### src/rtl/conv_tile_sched_pkg.sv
// conv_tile_sched_pkg: FSM state encoding and elaboration helpers shared by the tile scheduler
package conv_tile_sched_pkg;
  typedef enum logic [2:0] {
    S_IDLE,
    S_REQ,
    S_CLEAR,
    S_RUN,
    S_EMIT,
    S_ADV,
    S_DONE
  } state_t;
  function automatic int max2(input int a, input int b);
    return (a > b) ? a : b;
  endfunction
endpackage

### src/rtl/conv_tile_sched_coord.sv
// conv_tile_sched_coord: raster tile counter (tx fastest) with clear, advance and last-tile flag
module conv_tile_sched_coord #(
  parameter int TILES_Y = 2,
  parameter int TILES_X = 2,
  parameter int CW      = 3
)(
  input  logic          clk,
  input  logic          reset,
  input  logic          i_clr,
  input  logic          i_adv,
  output logic [CW-1:0] o_ty,
  output logic [CW-1:0] o_tx,
  output logic          o_last
);
  logic [CW-1:0] r_ty;
  logic [CW-1:0] r_tx;
  logic          w_row_end;
  assign w_row_end = r_tx == CW'(TILES_X - 1);
  assign o_last    = w_row_end && (r_ty == CW'(TILES_Y - 1));
  assign o_ty      = r_ty;
  assign o_tx      = r_tx;
  // walk tiles row by row; the whole walk wraps to the origin after the last tile
  always_ff @(posedge clk) begin
    if (reset || i_clr) begin
      r_ty <= '0;
      r_tx <= '0;
    end else if (i_adv) begin
      r_tx <= w_row_end ? '0 : r_tx + 1'b1;
      r_ty <= o_last ? '0 : (w_row_end ? r_ty + 1'b1 : r_ty);
    end
  end
endmodule

### src/rtl/conv_tile_sched.sv
// conv_tile_sched: walks the feature map tile by tile, drives fetch/clear/run of conv and hands results downstream
module conv_tile_sched
  import conv_tile_sched_pkg::*;
#(
  parameter int IMG_H            = 6,
  parameter int IMG_W            = 6,
  parameter int KERNEL_SIZE      = 3,
  parameter int INPUT_TILE_SIZE  = 4,
  parameter int OUTPUT_BIT_WIDTH = 24,
  parameter int TIMEOUT          = 256,
  localparam int OTS     = INPUT_TILE_SIZE - KERNEL_SIZE + 1,
  localparam int OUT_H   = IMG_H - KERNEL_SIZE + 1,
  localparam int OUT_W   = IMG_W - KERNEL_SIZE + 1,
  localparam int TILES_Y = OUT_H / OTS,
  localparam int TILES_X = OUT_W / OTS,
  localparam int CW      = $clog2(max2(IMG_H, IMG_W)),
  localparam int RW      = OTS * OTS * OUTPUT_BIT_WIDTH,
  localparam int TW      = $clog2(TIMEOUT)
)(
  input  logic          clk,
  input  logic          reset,
  input  logic          start,
  output logic          busy,
  output logic          done,
  output logic          err,
  output logic          tile_req_valid,
  input  logic          tile_req_ready,
  output logic [CW-1:0] tile_row,
  output logic [CW-1:0] tile_col,
  output logic          conv_reset,
  input  logic          conv_final,
  input  logic [RW-1:0] conv_out,
  output logic          res_valid,
  input  logic          res_ready,
  output logic [RW-1:0] res_data,
  output logic [CW-1:0] res_row,
  output logic [CW-1:0] res_col
);
  if ((OUT_H % OTS) != 0 || (OUT_W % OTS) != 0) begin : g_bad_dims
    $error("conv_tile_sched: output map %0dx%0d does not split into %0d-wide tiles", OUT_H, OUT_W, OTS);
  end
  state_t        r_state;
  state_t        w_next;
  logic [TW-1:0] r_tcnt;
  logic          r_err;
  logic [RW-1:0] r_res_data;
  logic [CW-1:0] r_res_row;
  logic [CW-1:0] r_res_col;
  logic [CW-1:0] w_ty;
  logic [CW-1:0] w_tx;
  logic          w_last;
  logic          w_accept;
  logic          w_timeout;
  logic          w_capture;
  conv_tile_sched_coord #(
    .TILES_Y (TILES_Y),
    .TILES_X (TILES_X),
    .CW      (CW)
  ) u_coord (
    .clk    (clk),
    .reset  (reset),
    .i_clr  (w_accept),
    .i_adv  (r_state == S_ADV),
    .o_ty   (w_ty),
    .o_tx   (w_tx),
    .o_last (w_last)
  );
  assign w_accept       = (r_state == S_IDLE) && start;
  assign w_capture      = (r_state == S_RUN) && conv_final;
  assign w_timeout      = (r_state == S_RUN) && !conv_final && (r_tcnt == TW'(TIMEOUT - 1));
  assign busy           = (r_state != S_IDLE) && (r_state != S_DONE);
  assign done           = r_state == S_DONE;
  assign err            = r_err;
  assign tile_req_valid = r_state == S_REQ;
  assign conv_reset     = r_state == S_CLEAR;
  assign res_valid      = r_state == S_EMIT;
  assign tile_row       = CW'(w_ty * OTS);
  assign tile_col       = CW'(w_tx * OTS);
  assign res_data       = r_res_data;
  assign res_row        = r_res_row;
  assign res_col        = r_res_col;
  // next-state: handshakes gate REQ and EMIT, conv completion or timeout leaves RUN
  always_comb begin
    w_next = r_state;
    case (r_state)
      S_IDLE:  w_next = start ? S_REQ : S_IDLE;
      S_REQ:   w_next = tile_req_ready ? S_CLEAR : S_REQ;
      S_CLEAR: w_next = S_RUN;
      S_RUN:   w_next = conv_final ? S_EMIT : (w_timeout ? S_ADV : S_RUN);
      S_EMIT:  w_next = res_ready ? S_ADV : S_EMIT;
      S_ADV:   w_next = w_last ? S_DONE : S_REQ;
      S_DONE:  w_next = S_IDLE;
      default: w_next = S_IDLE;
    endcase
  end
  // state register
  always_ff @(posedge clk) r_state <= reset ? S_IDLE : w_next;
  // RUN cycle counter, restarted while conv is being cleared
  always_ff @(posedge clk) begin
    if (reset || r_state == S_CLEAR) r_tcnt <= '0;
    else if (r_state == S_RUN) r_tcnt <= r_tcnt + 1'b1;
  end
  // sticky timeout flag, cleared when a new pass is accepted
  always_ff @(posedge clk) begin
    if (reset || w_accept) r_err <= 1'b0;
    else if (w_timeout) r_err <= 1'b1;
  end
  // result capture on conv completion, tagged with the tile origin
  always_ff @(posedge clk) begin
    if (reset) begin
      r_res_data <= '0;
      r_res_row  <= '0;
      r_res_col  <= '0;
    end else if (w_capture) begin
      r_res_data <= conv_out;
      r_res_row  <= tile_row;
      r_res_col  <= tile_col;
    end
  end
endmodule

### config.mk
export PLATFORM = sky130hd
export DESIGN_NAME = conv_tile_sched
export DESIGN_NICKNAME = d
export VERILOG_FILES = /design/src/rtl/conv_tile_sched_pkg.sv /design/src/rtl/conv_tile_sched_coord.sv /design/src/rtl/conv_tile_sched.sv
export SDC_FILE = /design/constraint.sdc
export NUM_CORES = 1
export LEC_CHECK = 0
export BUFFER_PORTS_ARGS = -buffer_cell sky130_fd_sc_hd__buf_2
export CAP_MARGIN = 0
export CORE_MARGIN = 2
export CORE_UTILIZATION = 49
export CTS_CLUSTER_SIZE = 40
export DETAILED_ROUTE_END_ITERATION = 12
export GPL_TIMING_DRIVEN = 0
export PLACE_DENSITY = 0.84
export SETUP_SLACK_MARGIN = 0.1
export SYNTH_ARGS = -nofsm -noshare
export SYNTH_HDL_FRONTEND = slang
export SYNTH_SLANG_ARGS = --single-unit
### constraint.sdc
create_clock -name clk -period 2.32 [get_ports clk]
set_input_delay 0.696 -clock clk [delete_from_list [all_inputs] [get_ports clk]]
set_output_delay 0.696 -clock clk [all_outputs]
set_load 0.1 [all_outputs]
After elaboration in Yosys (flattened, before gate mapping)
Index checks and enable logic that the tools add are counted.

Input bits: 102. Bits in registers: 118. Output and inout bits: 114. Logic and storage cells: 44.

Equality and inequality tests: 10. Mux-type cells: 10. Add/sub/neg operators: 3. Reduce and logical (&&, ||, !) cells: 13.

Operator list (number): $mux 3 (6); $pmux 3 s6 (1); $eq 3x1->1 const B (3); $eq 3x3->1 const B (3); $add 8x1->8 const B (1); $eq 8x8->1 const B (1); $add 3x1->3 const B (2); $eq 3x2->1 const B (2); $logic_and 1x1->1 (6); $logic_not 3->1 (1); $ne 3x3->1 const B (1); $reduce_bool 3->1 (1); $logic_or 1x1->1 (2); $mux 1 (2); $mux 2 (1); $reduce_and 2->1 (1); $reduce_bool 2->1 (1); $logic_not 1->1 (1).

Longest topological paths before layout
Gate-level depths: netlist of the first run.

Depth after elaboration: 6. Gate-level depth with buffers: 7. Gate-level depth less buffers: 5.

Cells and area by module
A second synthesis of the first run with hierarchy kept.

Cell total of the unflattened synthesis: 559. Area, all modules: 4544.4 µm².

Modules (own cells, without submodules): conv_tile_sched (cells an instance 525, area an instance 4236.6 µm², sequential area each 2242.2 µm², times used 1); conv_tile_sched_coord (cells an instance 34, area an instance 307.8 µm², sequential area each 120.1 µm², times used 1).

Least setup slack after synthesis of the first run
No wires, ideal clock.

Path kind: register -> output. From: register r_state[2]. To: output conv_reset. Stages on the path, launching flop included: 4. Data arrival time: 2.040 ns. Data required time: 1.624 ns. Path buffers: 1. Slack: -0.416 ns. Cell sequence: dfxtp_1 buf_2 nor2b_1 nor2b_1.

Word-level cells in the longest chain between the ends: 1.

Ends and longest elaborated chain: start, declared (line conv_tile_sched.sv:42) `state_t r_state;`; start signal, assigned (line conv_tile_sched.sv:97) `always_ff @(posedge clk) r_state <= reset ? S_IDLE : w_next;`; $eq 3x2->1 (line conv_tile_sched.sv:75) `assign conv_reset = r_state == S_CLEAR;`; end, declared (line conv_tile_sched.sv:30) `output logic conv_reset,`.

Every way passes these cells.

Final worst setup path of the first run
Same ends and word-level chain as after synthesis.

==> flow_summary.yaml, run 1 <==
run_status:
  outcome: "complete, but fails checks"
  violations: "setup timing"
global_route:
  grt_util_met2_pct: 43.6
  grt-ovfl-total: 0
  grtUsageMet1_pct: 26.2
  grt_pass1_wl_mm: 19.3
  antenna_found_initial: 0
  grt_use_total_pct: 24.5
  grt.busiest_layer: "met2"
  grtUsageMet3_pct: 7.45
  grt_pass1_vias: 4176
  grt_max_degree: 17
logic_synthesis:
  synth_seq_cells: 118
  yosysSeqAreaShare_pct: 52.9
  ys_warn_count: 0
  synthCells: 552
  synth.avg_cell_area_um2: 8.09
  netlist_area_um2: 4470
  synth_cell_types: 40
routing:
  drcViolationCount: 0
  drt-total-wl_mm: 12.8
  drtIter0Drc: 159
  ant_nets: 0
  wl_per_cell_um: 14.0
  vias: 4568
  via_per_inst: 5.00
  firstDrtPassIters: 4
cts:
  clk_pin_slew_ns: 0.06
  htree_levels: 4
  cts_tree: "done"
  insertion_delay_ns: 0.50
  cts_root_buf: "clkbuf_8"
  cts_buffers: 17
  clock_path_buffers: 2
  cts_sinks: 118
finish:
  fin_nets: 898
  final_common_cell: "nand2_1"
  diodes: 0
  mostFrequentLayoutCells: "211 x nand2_1, 208 x buf_2, 116 x dfxtp_1, 103 x a21oi_1, 19 x clkbuf_1"
  stdcell_count: 914
  fin_util_pct: 74.0
  drive_gt1_share_pct: 35.9
  area_delta_synth_final_pct: 45.2
  final_area_um2: 6490
run:
  cap_violations: 0
timing:
  fin_crit_sh_pct: 100
  worstMarginPinSlew_ns: 0.663
  hold_viol_final: 0
  finalSetupTns_ns: -0.0000488
  maxSlewViolCount: 0
  min_period_ns: 2.32
  max_freq_mhz: 431
  setup_viol: 1
  relSlewSlack_pct: 55.8
  fin_skew_ns: 0.0113
  setup_slack_ns: -0.0000488
  rsz0062_at_grt: "true"
die:
  core_um2: 8760
  io_pins: 216
  initial_core_util_pct: 51.0
  die_w_um: 99.5
  die_y_um: 99.5
  die_area_um2: 9900
  row_count: 34
place:
  place_congestion: 0.857
  place_area_um2: 5680
  dp.cells: 874
  dp_hpwl_mm: 9.05
  port_buffers: 211
power:
  p_leak_nw: 2.91
  swShare_pct: 23.4
  power.share.clock_pct: 51.9
  comb_power_share_pct: 9.5
  power_density_nw_per_um2: 825
  max-vdd-ir-drop_uv: 403
  switching_power_w: 0.00125
  sequentialPowerShare_pct: 38.6
  p_int_w: 0.00410
setup_path:
  path_cells: "buf_6 -> nor2b_1 -> nor2b_4 -> buf_12"
  crit_path_end_kind: "output port"
  crit_required_ns: 1.62
  arrival_ns: 1.62
  worstSetupPathType: "reg -> out"
  critPathLaunchType: "register"
  cp_top_family: "simple AND/OR/NAND/NOR gates"
  critPathMaxFanout: 6
  crit_buf_inv: 2
  slowest_delay_ns: 0.32
  crit_slowest_cell: "dfxtp_2"
min_path:
  worstHoldPathType: "in -> reg"
[flip-flops by register name (all words and copies together) (netlist names)]
name	cells
r_state	3
res_row	2
u_coord.o_ty	3
err	1
u_coord.o_tx	3
res_col	2
res_data	96
r_tcnt	8
[timing repair]
| item | CTS | global route |
|---|---|---|
| gates resized for setup | 29 | 5 |
| cloned | 0 | 0 |
| hold buffers | 0 | 0 |
| buffers inserted | 3 | 5 |
| pin swaps | 1 | 1 |
| endpoints found under the setup margin | 6 | 6 |
[layer usage]
layer | vias to the layer above | routed length [um]
met2 | 150 | 6740
met1 | 2117 | 4920
met3 | 37 | 691
met5 | - | 0
li1 | 2264 | -
met4 | 0 | 430
[power by group through the flow]
stage | Sequential (W) | Clock, W | Combinational [W]
floorplan | 0.00222 | 0 | 0.000193
global placement | 0.00211 | 0 | 0.000443
detailed placement | 0.00211 | 0 | 0.000449
CTS | 0.00207 | 0.00281 | 0.000488
global route | 0.00207 | 0.00292 | 0.000533
finish | 0.00206 | 0.00278 | 0.000507
[per-stage QoR]
stage	worst slack, ns	total power, W	hold slack (ns)
2_1_floorplan	0.0914	0.00242	0.466
3_3_place_gp	0.214	0.00255	0.438
3_5_place_dp	0.184	0.00256	0.445
4_1_cts	-0.0229	0.00536	0.409
5_1_grt	-0.0682	0.00552	0.403
6_report	-0.0000488	0.00535	0.428
[tightest hold or removal path, stage by stage]
cell,delay (ns)
buf_2,0.10
nand2_1,0.05
a21oi_1,0.05
[cell type report]
type,instances,area [um^2]
Buffer,45,304
Multi-Input combinational cell,390,1860
Tap cell,108,135
Sequential cell,118,2370
Timing Repair Buffer,219,1180
Fill cell,650,2280
Inverter,2,7.51
Clock inverter,12,201
Clock buffer,20,435
[path summary, 6_finish.rpt]
kind                 from      endpoint  slack (ns)  depth (start not counted)
max reg2reg    r_state[0]  res_data[35]        0.52                          7
min          conv_out[95]  res_data[95]        0.43                          3
max            r_state[2]    conv_reset    -0.00005                          4
min reg2reg   res_data[4]   res_data[4]        0.45                          2
[Yosys cell counts (all sizes together)]
cell | number | share of area [%]
nand2 | 212 | 18
dfxtp | 118 | 53
a21oi | 103 | 12
buf | 27 | 4.8
nor2 | 21 | 1.8
clkbuf | 18 | 1.5
xnor2 | 6 | 1.2
nor2b | 5 | 0.70
xor2 | 5 | 0.98
and2 | 3 | 0.48
ha | 3 | 0.84
nand3 | 3 | 0.34
nor3 | 3 | 0.34
nor4 | 3 | 0.76
inv | 2 | 0.17
nand2b | 2 | 0.28
a211oi | 1 | 0.17
a21o | 1 | 0.17
a311o | 1 | 0.22
and3b | 1 | 0.20
and4b | 1 | 0.22
conb | 1 | 0.084
mux2 | 1 | 0.25
mux2i | 1 | 0.22
nand3b | 1 | 0.45
nand4 | 1 | 0.14
nand4b | 1 | 0.20
nor4bb | 1 | 0.22
o21bai | 1 | 0.17
o22ai | 1 | 0.14
o31a | 1 | 0.20
o41a | 1 | 0.25
or2 | 1 | 0.14
or3 | 1 | 0.14
[kinds of logic (layout without fill, tap and decap cells)]
group | after synthesis | count (layout) | share of synthesized area, %
AND/OR/NAND/NOR | 260 | 260 | 24.2
XOR/XNOR | 11 | 11 | 2.16
buffers and inverters | 47 | 298 | 6.47
adder cells (fa/ha/maj) | 3 | 3 | 0.840
other | 1 | 4 | 0.0840
multiplexers | 2 | 2 | 0.476
flip-flops | 118 | 118 | 52.9
AO/OA/AOI/OAI | 110 | 110 | 12.9
No activity file was read; power rests on OpenSTA's default activity.
==> run 2, diff against run 1 <==
--- a/config.mk
+++ b/config.mk
@@ -7,6 +7,7 @@
 export LEC_CHECK = 0
 export BUFFER_PORTS_ARGS = -buffer_cell sky130_fd_sc_hd__buf_2
 export CAP_MARGIN = 0
+export CORE_ASPECT_RATIO = 0.7
 export CORE_MARGIN = 2
 export CORE_UTILIZATION = 49
 export CTS_CLUSTER_SIZE = 40
@@ -14,6 +15,7 @@
 export GPL_TIMING_DRIVEN = 0
 export PLACE_DENSITY = 0.84
 export SETUP_SLACK_MARGIN = 0.1
+export SKIP_LAST_GASP = 1
 export SYNTH_ARGS = -nofsm -noshare
 export SYNTH_HDL_FRONTEND = slang
 export SYNTH_SLANG_ARGS = --single-unit
==> run 2 against run 1 <==
Effect of this change:
- the flow now finishes without violations
- combinational power down 2%
- sequential power about the same
- via count up 0.44%
- die area up 0.12%
- global-route usage about the same
- critical path depth unchanged
- hold slack better by 0.021 ns
- first-iteration DRC count up 53%
- non-clock buffer count unchanged
- count of clock-buffer cells in the layout up 3
- clock skew down 0.0024 ns
- wire length down 2.2%
- critical path type unchanged
==> flow_summary.yaml, run 2 (synthesized netlist as in run 1, its figures left out) <==
run_status:
  outcome: "complete, no violations"
finish:
  stdcell_count: 930
  diodes: 0
  mostFrequentLayoutCells: "211 x nand2_1, 211 x buf_2, 115 x dfxtp_1, 103 x a21oi_1, 21 x clkbuf_1"
  fin_nets: 898
  drive_gt1_share_pct: 35.6
  largest_register_ff_count: 96
  area_delta_synth_final_pct: 43.8
  fillCellCount: 687
  final_area_um2: 6420
setup_path:
  critPathLaunchType: "register"
  slowest_delay_ns: 0.39
  crit_slowest_cell: "or3_4"
  path_cells: "buf_6 -> nor2b_4 -> or3_4 -> buf_12"
  arrival_ns: 1.53
  crit_required_ns: 1.62
  worstSetupPathType: "reg -> out"
  crit_cells: 4
  crit_buf_inv: 2
  crit_path_end_kind: "output port"
  reg2regPathDepth: 7
  r2r_end: "res_data[39]"
  cp_top_family: "simple AND/OR/NAND/NOR gates"
  reg2reg_slack_ns: 0.43
  critPathMaxFanout: 4
  worst_r2r_startpoint: "r_state[0]"
routing:
  via_per_inst: 4.93
  firstDrtPassIters: 7
  ant_nets: 0
  vias: 4588
  wl_per_cell_um: 13.4
  drcViolationCount: 0
  drtIter0Drc: 243
  drt-total-wl_mm: 12.5
min_path:
  min_to: "res_data[40]"
  min_from: "res_data[40]"
  min_path_cells: 2
  worstHoldPathType: "reg -> reg"
cts:
  insertion_delay_ns: 0.40
  clk_pin_slew_ns: 0.05
  holdBufCountCts: 0
  htree_levels: 4
  cts_buffers: 17
  cts_sinks: 118
  clock_path_buffers: 2
  cts_tree: "done"
  cts_root_buf: "clkbuf_16"
global_route:
  grt_max_degree: 17
  antenna_found_initial: 1
  grt-ovfl-total: 0
  grt_use_total_pct: 24.5
  grt_pass1_wl_mm: 19.6
  grt_pass1_vias: 4306
die:
  core_um2: 8960
  io_pins: 216
  initial_core_util_pct: 49.8
  row_count: 29
  die_y_um: 83.9
  die_w_um: 118
  die_area_um2: 9910
timing:
  setup_slack_ns: 0.0929
  hold_viol_final: 0
  relSlewSlack_pct: 50.5
  rsz0062_at_grt: "true"
  fin_skew_ns: 0.00888
  maxSlewViolCount: 0
  min_period_ns: 2.23
  setup_viol: 0
  max_freq_mhz: 449
  finalSetupTns_ns: 0
  fin_crit_sh_pct: 96.0
  worstMarginPinSlew_ns: 0.743
power:
  p_leak_nw: 2.88
  max-vdd-ir-drop_uv: 552
  power_density_nw_per_um2: 789
place:
  dp_hpwl_mm: 8.83
  pre_cts_slack_ns: 0.179
  place_congestion: 0.827
  dp.cells: 890
  place_area_um2: 5700
  port_buffers: 211
run:
  cap_violations: 0
==> run 2: cell types whose count changed in the layout (fill, tap and decap cells not counted), sizes merged <==
| cell | delta |
|---|---|
| bufinv | -3 |
| clkbuf | +2 |
| buf | +1 |
| clkinv | +1 |
| clkinvlp | -1 |
==> run 2: stage by stage <==
stage          utilization [%]  hold WS (ns)  total power (W)
2_1_floorplan                -         0.466          0.00242
3_3_place_gp              63.6         0.439          0.00255
3_5_place_dp              63.6         0.443          0.00256
4_1_cts                   71.2         0.450          0.00508
5_1_grt                   71.6         0.463          0.00521
6_report                  71.6         0.450          0.00507
==> run 2: worst max-delay path by stage <==
stage,from,to
2_1_floorplan,r_state[0],tile_req_valid
3_3_place_gp,r_state[0],tile_req_valid
3_5_place_dp,r_state[0],tile_req_valid
4_1_cts,r_state[0],busy
5_1_grt,r_state[2],busy
6_report,r_state[2],busy
==> run 2: layer usage <==
layer | track usage, % | vias to the layer above | routed length (um)
met3 | 9.36 | 29 | 1220
met2 | 42.8 | 238 | 6140
li1 | - | 2256 | -
met4 | 9.75 | 0 | 254
met5 | 0 | - | 0
met1 | 26.8 | 2065 | 4890
==> run 2: timing repair <==
action / 4_1_cts / 5_1_grt
gates resized for setup: 22 / 4
endpoints found under the hold margin: 0 / 0
pin swaps: 0 / 1
endpoints found under the setup margin: 5 / 4
setup buffers: 4 / 4
==> run 2: cell type report <==
cell class / instances / area, um^2 / share of cell area (%)
Buffer: 45 / 304 / 4.74
Clock buffer: 23 / 468 / 7.29
Clock inverter: 9 / 101 / 1.58
Inverter: 2 / 7.51 / 0.117
Multi-Input combinational cell: 390 / 1850 / 28.9
Sequential cell: 118 / 2370 / 36.9
Tap cell: 124 / 155 / 2.42
Timing Repair Buffer: 219 / 1160 / 18.1
==> run 2: worst register-to-register path, stage by stage, from the launching register on <==
cell and delay [ns]:
dfxtp_4 0.36, buf_4 0.15, and3b_1 0.16, buf_2 0.15
nand2_2 0.24, buf_1 0.38, nand2_1 0.13, a21oi_1 0.22
==> run 2: where the power goes <==
part / leakage (nW) / switching [W] / internal [W] / total (W)
registers: 0.953 / 0.0000151 / 0.00205 / 0.00207
logic: 1.65 / 0.000338 / 0.000160 / 0.000498
clock network: 0.281 / 0.000873 / 0.00163 / 0.00250
total: 2.88 / 0.00123 / 0.00384 / 0.00507
